==> config.mk <==
export PLATFORM = sky130hd
export DESIGN_NAME = m68k_bus_responder
export DESIGN_NICKNAME = d
export VERILOG_FILES = /design/src/rtl/m68k_bus_pkg.sv /design/src/rtl/bus_wait_counter.sv /design/src/rtl/m68k_bus_responder.sv
export SDC_FILE = /design/constraint.sdc
export NUM_CORES = 1
export LEC_CHECK = 0
export ABC_AREA = 1
export BUFFER_PORTS_ARGS = -buffer_cell sky130_fd_sc_hd__buf_2
export CAP_MARGIN = 20
export CORE_ASPECT_RATIO = 0.75
export CORE_MARGIN = 3
export CORE_UTILIZATION = 39
export CTS_CLUSTER_DIAMETER = 50
export CTS_CLUSTER_SIZE = 16
export DETAILED_ROUTE_END_ITERATION = 7
export HOLD_SLACK_MARGIN = 0.12
export PLACE_DENSITY_LB_ADDON = 0.2
export RECOVER_POWER = 25
export SYNTH_ARGS = -nofsm -noshare
export SYNTH_HDL_FRONTEND = slang
export SYNTH_SLANG_ARGS = --single-unit
==> constraint.sdc <==
create_clock -name clk_sys -period 1.8 [get_ports clk_sys]
set_clock_uncertainty 0.05 [all_clocks]
set_input_delay 0 -clock clk_sys [delete_from_list [all_inputs] [get_ports clk_sys]]
set_output_delay 0 -clock clk_sys [all_outputs]
set_load 0.05 [all_outputs]
==> src/rtl/m68k_bus_pkg.sv <==
// Shared types and constants for the 68000 bus responder.
// Defining M68K_BERR_EN adds the bus-error state for unmapped accesses.
package m68k_bus_pkg;

    localparam int unsigned CNT_W       = 8;
    localparam logic [15:0] OPEN_BUS    = 16'hFFFF;
    localparam logic [7:0]  SHARED_FILL = 8'hFF;

`ifdef M68K_BERR_EN
    localparam bit BERR_EN = 1'b1;
    typedef enum logic [2:0] {
        ST_IDLE,
        ST_ROM_WAIT,
        ST_CNT_WAIT,
        ST_ACK,
        ST_BERR
    } state_t;
`else
    localparam bit BERR_EN = 1'b0;
    typedef enum logic [2:0] {
        ST_IDLE,
        ST_ROM_WAIT,
        ST_CNT_WAIT,
        ST_ACK
    } state_t;
`endif

    typedef enum logic [2:0] {
        SRC_ROM,
        SRC_RAM,
        SRC_SHARED,
        SRC_IO,
        SRC_NONE
    } src_t;

    // Region priority: rom > ram > shared_ram > io.
    function automatic src_t sel_source(input logic rom_cs, input logic ram_cs,
                                        input logic shared_cs, input logic io_cs);
        if (rom_cs)         return SRC_ROM;
        else if (ram_cs)    return SRC_RAM;
        else if (shared_cs) return SRC_SHARED;
        else if (io_cs)     return SRC_IO;
        else                return SRC_NONE;
    endfunction

endpackage

==> src/rtl/bus_wait_counter.sv <==
// Loadable 8-bit down-counter that holds at zero; sequences wait states.
module bus_wait_counter
    import m68k_bus_pkg::*;
(
    input  logic             clk_sys,
    input  logic             reset,
    input  logic             i_load,
    input  logic             i_en,
    input  logic [CNT_W-1:0] i_load_val,
    output logic             o_zero_c
);

    logic [CNT_W-1:0] r_count;

    always_ff @(posedge clk_sys) begin
        if (reset) begin
            r_count <= '0;
        end else if (i_load) begin
            r_count <= i_load_val;
        end else if (i_en && (r_count != '0)) begin
            r_count <= r_count - CNT_W'(1);
        end
    end

    assign o_zero_c = (r_count == '0);

endmodule

==> src/rtl/m68k_bus_responder.sv <==
// 68000 bus responder: wait-state sequencing, read data return and DTACK/BERR.
// Defining M68K_BERR_EN turns unmapped accesses into bus errors after BERR_TIMEOUT.
module m68k_bus_responder
    import m68k_bus_pkg::*;
#(
    parameter int unsigned RAM_WAIT     = 1,
    parameter int unsigned IO_WAIT      = 0,
    parameter int unsigned BERR_TIMEOUT = 255
) (
    input  logic        clk_sys,
    input  logic        reset,
    input  logic        cpu_as_n,
    input  logic        cpu_rw,
    input  logic        rom_cs,
    input  logic        ram_cs,
    input  logic        shared_ram_cs,
    input  logic        io_cs,
    input  logic [15:0] rom_data,
    input  logic        rom_valid,
    input  logic [15:0] ram_data,
    input  logic [7:0]  shared_ram_data,
    input  logic [15:0] io_data,
    output logic        rom_req,
    output logic [15:0] cpu_din,
    output logic        cpu_dtack_n,
    output logic        cpu_berr_n
);

    localparam logic [CNT_W-1:0] RAM_LOAD  = CNT_W'(RAM_WAIT);
    localparam logic [CNT_W-1:0] IO_LOAD   = CNT_W'(IO_WAIT);
    localparam logic [CNT_W-1:0] NONE_LOAD = BERR_EN ? CNT_W'(BERR_TIMEOUT) : CNT_W'(IO_WAIT);

    state_t      r_state, w_state_nxt;
    src_t        r_src, w_src_nxt;
    logic        r_rw, w_rw_nxt;
    logic        r_rom_req, w_rom_req_nxt;
    logic        r_dtack_n, w_dtack_n_nxt;
    logic [15:0] r_din, w_din_nxt;
    logic        w_berr_n_nxt;

    src_t             w_sel_src;
    logic [15:0]      w_src_data;
    logic [CNT_W-1:0] w_load_val;
    logic             w_cnt_load;
    logic             w_cnt_en;
    logic             w_cnt_zero;

    assign w_sel_src = sel_source(rom_cs, ram_cs, shared_ram_cs, io_cs);

    bus_wait_counter u_wait_cnt (
        .clk_sys    (clk_sys),
        .reset      (reset),
        .i_load     (w_cnt_load),
        .i_en       (w_cnt_en),
        .i_load_val (w_load_val),
        .o_zero_c   (w_cnt_zero)
    );

    // Wait count loaded on the select cycle and read word for the latched source.
    always_comb begin
        w_load_val = NONE_LOAD;
        w_src_data = OPEN_BUS;
        case (w_sel_src)
            SRC_RAM, SRC_SHARED: w_load_val = RAM_LOAD;
            SRC_IO:              w_load_val = IO_LOAD;
            default:             w_load_val = NONE_LOAD;
        endcase
        case (r_src)
            SRC_RAM:    w_src_data = ram_data;
            SRC_SHARED: w_src_data = {SHARED_FILL, shared_ram_data};
            SRC_IO:     w_src_data = io_data;
            default:    w_src_data = OPEN_BUS;
        endcase
    end

    always_comb begin
        w_state_nxt   = r_state;
        w_src_nxt     = r_src;
        w_rw_nxt      = r_rw;
        w_rom_req_nxt = 1'b0;
        w_dtack_n_nxt = 1'b1;
        w_berr_n_nxt  = 1'b1;
        w_din_nxt     = r_din;
        w_cnt_load    = 1'b0;
        w_cnt_en      = 1'b0;
        case (r_state)
            ST_IDLE: begin
                if (!cpu_as_n) begin
                    w_src_nxt = w_sel_src;
                    w_rw_nxt  = cpu_rw;
                    if (w_sel_src == SRC_ROM) begin
                        w_rom_req_nxt = 1'b1;
                        w_state_nxt   = ST_ROM_WAIT;
                    end else begin
                        w_cnt_load  = 1'b1;
                        w_state_nxt = ST_CNT_WAIT;
                    end
                end
            end
            // AS release aborts and outranks a coincident rom_valid.
            ST_ROM_WAIT: begin
                if (cpu_as_n) begin
                    w_state_nxt = ST_IDLE;
                end else if (rom_valid) begin
                    w_state_nxt   = ST_ACK;
                    w_dtack_n_nxt = 1'b0;
                    if (r_rw) w_din_nxt = rom_data;
                end
            end
            ST_CNT_WAIT: begin
                if (cpu_as_n) begin
                    w_state_nxt = ST_IDLE;
                end else if (w_cnt_zero) begin
`ifdef M68K_BERR_EN
                    if (r_src == SRC_NONE) begin
                        w_state_nxt  = ST_BERR;
                        w_berr_n_nxt = 1'b0;
                    end else begin
                        w_state_nxt   = ST_ACK;
                        w_dtack_n_nxt = 1'b0;
                        if (r_rw) w_din_nxt = w_src_data;
                    end
`else
                    w_state_nxt   = ST_ACK;
                    w_dtack_n_nxt = 1'b0;
                    if (r_rw) w_din_nxt = w_src_data;
`endif
                end else begin
                    w_cnt_en = 1'b1;
                end
            end
            ST_ACK: begin
                if (cpu_as_n) w_state_nxt = ST_IDLE;
                else          w_dtack_n_nxt = 1'b0;
            end
`ifdef M68K_BERR_EN
            ST_BERR: begin
                if (cpu_as_n) w_state_nxt = ST_IDLE;
                else          w_berr_n_nxt = 1'b0;
            end
`endif
            default: w_state_nxt = ST_IDLE;
        endcase
    end

    always_ff @(posedge clk_sys) begin
        if (reset) begin
            r_state   <= ST_IDLE;
            r_src     <= SRC_NONE;
            r_rw      <= 1'b1;
            r_rom_req <= 1'b0;
            r_dtack_n <= 1'b1;
            r_din     <= 16'h0000;
        end else begin
            r_state   <= w_state_nxt;
            r_src     <= w_src_nxt;
            r_rw      <= w_rw_nxt;
            r_rom_req <= w_rom_req_nxt;
            r_dtack_n <= w_dtack_n_nxt;
            r_din     <= w_din_nxt;
        end
    end

`ifdef M68K_BERR_EN
    logic r_berr_n;

    always_ff @(posedge clk_sys) begin
        if (reset) r_berr_n <= 1'b1;
        else       r_berr_n <= w_berr_n_nxt;
    end

    assign cpu_berr_n = r_berr_n;
`else
    logic w_berr_unused;

    assign w_berr_unused = w_berr_n_nxt;
    assign cpu_berr_n    = 1'b1;
`endif

    assign rom_req     = r_rom_req;
    assign cpu_din     = r_din;
    assign cpu_dtack_n = r_dtack_n;

endmodule

==> results by stage <==
Clock tree:
- The TritonCTS buffer count is 5.
- CTS placed an instance of clkbuf_8 at the clock tree root.
- The H-tree was split into 2 levels.
- The clock slew seen by the registers of the worst setup and hold paths is 0.07 ns.
- The latest clock arrival within the worst-skew pair is 0.29 ns.
- The CTS tree is yes.
- The buffer levels on the longest clock path is 2.
- The total number of clock tree sinks is 32.

Yosys:
- For this run, the number of Yosys warnings is 0.
- Among all flip-flop cells after synthesis, the most frequent one is dfxtp_1.
- The synthesized design contains 0 enable-type register cells.
- The gate count after technology mapping is between 300 and 400.
- The post-synthesis register bit count is 32.
- Each instance of the synthesized netlist takes up on average 5.99 sq um.
- Ranked by total cell area, the synthesized netlist is headed by dfxtp_1 29%, nor2_1 14%, nand2_1 13%, inv_1 9.9%, a21oi_1 5.5%.
- Counting every net in the synthesized netlist gives 440.
- In this run, distinct cell masters in the synthesized netlist total 27.
- The largest area contributor in the netlist is dfxtp_1.
- The share of synthesized area occupied by flip-flops and latches is 29.1%.
- The cell area after synthesis is about 2200 sq um.
- In the post-synthesis netlist, the cell with the most instances is nor2_1.
- The synthesized design devotes to its leading area cell type around 29% of total area.
- After synthesis, the share of flip-flops with an asynchronous set or reset is 0%.
- The commonest cells after synthesis are 82 x nor2_1, 76 x nand2_1, 58 x inv_1.

Floorplanning:
- The number of top-level pins is 84.
- The floorplan step set the die height to 71.0 microns.
- The starting utilization of the core area is 40.7%.
- The die covers approximately 6600 sq um.
- The horizontal die dimension is roughly 93 microns.
- After floorplanning, the core was divided into 23 placement rows.
- The core region is 5410 sq um.

Timing:
- The transition at the pin with the smallest max-transition slack is between 0.6 and 0.7 ns.
- Setup violations remaining at the end of the flow were counted as 0.
- The number of max-slew violations in the final report was 0.
- The highest clock frequency the design can meet is 620 MHz.
- The aggregate negative setup slack is 0 ns.
- The time the final worst path needs with I/O delays and setup is 1.61 ns.
- The setup slack of the critical path after layout is 0.187 ns.
- The relative slew slack is between 50% and 60%.
- Setup repair after global routing left no endpoint under its margin.
- The final critical path takes up between 80% and 90% of the cycle.
- The hold violation count in the final report is 0.

Drt:
- After detailed routing, the number of vias per cell comes to about 4.4.
- After detailed routing, the average wire length per cell comes to 11.5 microns.
- After detailed routing, the number of remaining DRC violations is 0.
- The total routed wirelength is 6650 microns.
- The first routing iteration left 81 violations.
- Once detail routing completed, the nets flagged for antenna violations numbered 0.
- The length of the first detailed-routing pass in iterations is 4.
- The number of vias after detailed routing is 2560.

Global routing:
- Entering global routing, the biggest net connects 33 pins.
- The via count of the first global-routing pass came to 2503.
- The first global-routing pass estimated 11300 microns of wire.
- The number of antenna violations at the first check in global routing was 0.
- The overall routing resource usage is 21.2%.
- The total overflow left after global routing is 0.

Outcome:
- The run finished with clean final reports.

Power:
- Power spread over the standard cell area amounts to ~1100 nW/um^2.
- The analysis attributes to cell leakage a power of 0.00163 uW.
- The power consumption is 3490 uW.
- The peak ir drop on the vdd network is 0.000627 V.

Critical path:
- The most numerous cell type found on the critical path is nand2_1.
- The critical path launch point type is a flip-flop.
- The slowest stage of the critical path is the dfxtp_2 cell.
- Data on the critical path is required at its endpoint by 1.93 ns.
- The worst-path maximum fanout is 8.
- The worst setup path is of the flip-flop to flip-flop kind.
- The worst setup path is captured at a flip-flop.
- Traced cell by cell, the critical path runs through inv_1 -> ha_2 -> nand2_1 -> buf_4 -> o21ai_0 -> nand2_1 -> a21oi_1 -> nor2_1.
- The arrival time reported for the critical path endpoint is around 1.8 ns.
- The slack of the worst reg-to-reg path is 0.19 ns.
- The startpoint identified for the worst register-to-register timing path is r_state[0].
- The worst register-to-register path ends at cpu_din[1].
- The depth of the most critical reg-to-reg path is 8.
- In this design, the stage delay of the slowest critical-path cell is between 0.3 and 0.4 ns.

Placed design:
- The number of placed instances, taps included, is 519.
- The final weighted congestion in routability-driven placement is between 0.8 and 0.9.
- Buffers placed on the I/O ports in this run total 82.
- The worst setup slack before clock tree synthesis is approximately 0.12 ns.
- The detailed placer's ending HPWL is 4400 microns.

Finish:
- The number of fillers in the final layout is approximately 530.
- Cells fill between 60% and 70% of the core in the end.
- The share of cells above drive strength 1 is 24.2%.
- The area added between synthesis and finish is 48.5%.
- The antenna diode instance count is 0.
- After the last flow step, the layout net total stands at 573.
- Once layout is complete, the cells apart from fillers number ~580.

Min path:
- The path class of the tightest hold or removal check is primary input to flip-flop.
- The launch point of the worst hold path is shared_ram_data[5].
- The capture endpoint of the worst hold path is cpu_din[5].
- The worst hold path cell count is 7.

Flow run:
- The max capacitance violation total is 0.
[metal layers]
layer	vias to the layer above	part of all wire [%]	track usage, %
met5	-	0	0
met4	0	1.7	8.29
met3	13	4.6	4.46
met2	66	46	34.7
met1	1110	48	27.5
li1	1371	-	-
[how the worst max path moves through the flow]
stage / cells after the start / slack [ns] / from / end
after floorplan: 7 / 0.21 / r_state[0] / cpu_din[13]
after global placement: 10 / 0.19 / r_state[0] / r_state[0]
after detailed placement: 8 / 0.12 / r_state[0] / cpu_din[1]
after CTS: 8 / 0.10 / r_state[0] / cpu_din[1]
after global routing: 10 / 0.005 / r_state[1] / cpu_din[13]
final: 8 / 0.19 / r_state[0] / cpu_din[1]
[report_power, final]
part	switching, uW	internal, uW	leakage, uW	total [uW]
clock	274	312	0.0000455	586
sequential	119	898	0.000262	1020
combinational	1260	635	0.00132	1890
[through the flow]
stage	hold WS (ns)	area (sq um)
after floorplan	0.0283	2200
after global placement	0.166	2690
after detailed placement	0.163	2690
after CTS	0.121	3270
final	0.123	3270
after global routing	0.188	3270
[placed cells by master, fill, tap and decap left out, types with 2 or more instances in the layout]
master / count
a21oi_1: 24
buf_2: 70
buf_4: 4
clkbuf_1: 14
clkbuf_8: 6
dfxtp_1: 30
dfxtp_2: 2
dlygate4sd3_1: 49
ha_1: 7
inv_1: 57
inv_2: 4
nand2_1: 76
nand2_2: 13
nand3_1: 14
nand3_2: 3
nand4_1: 4
nor2_1: 82
nor2_4: 3
nor3_1: 3
o21ai_0: 14
o21ai_2: 2
or2_2: 10
[cell type report]
class | instances | area [sq um] | area share, %
Multi-Input combinational cell | 263 | 1270 | 38.9
Timing Repair Buffer | 136 | 936 | 28.6
Sequential cell | 32 | 643 | 19.7
Inverter | 62 | 233 | 7.12
Tap cell | 75 | 93.8 | 2.87
Clock buffer | 8 | 90.1 | 2.76
[worst max-delay path: cells and delay by family (launching register included)]
family                   cells  cell delay (ns)
AO/OA/AOI/OAI                2             0.28
adder cells (fa/ha/maj)      1             0.22
buffers and inverters        2             0.32
flip-flops                   1             0.34
AND/OR/NAND/NOR              3             0.28
[flip-flops by register name, indices dropped and copies added (netlist names)]
register and count:
r_state 2, r_src 3, r_rw 1, u_wait_cnt.r_count 8
cpu_dtack_n 1, cpu_din 16, rom_req 1
[cell families after synthesis]
family,Yosys count,share of synthesized area (%)
other,1,0.170
flip-flops,32,29.1
AND/OR/NAND/NOR,212,42.3
adder cells (fa/ha/maj),8,4.55
AO/OA/AOI/OAI,41,9.78
XOR/XNOR,1,0.398
buffers and inverters,72,13.7
[repair_timing]
action,in CTS,in global routing
setup buffers,0,0
gates resized for setup,0,6
setup endpoints to repair,0,19
hold buffers,49,0
hold endpoints to repair,31,0
No activity file was read; power rests on OpenSTA's default activity.
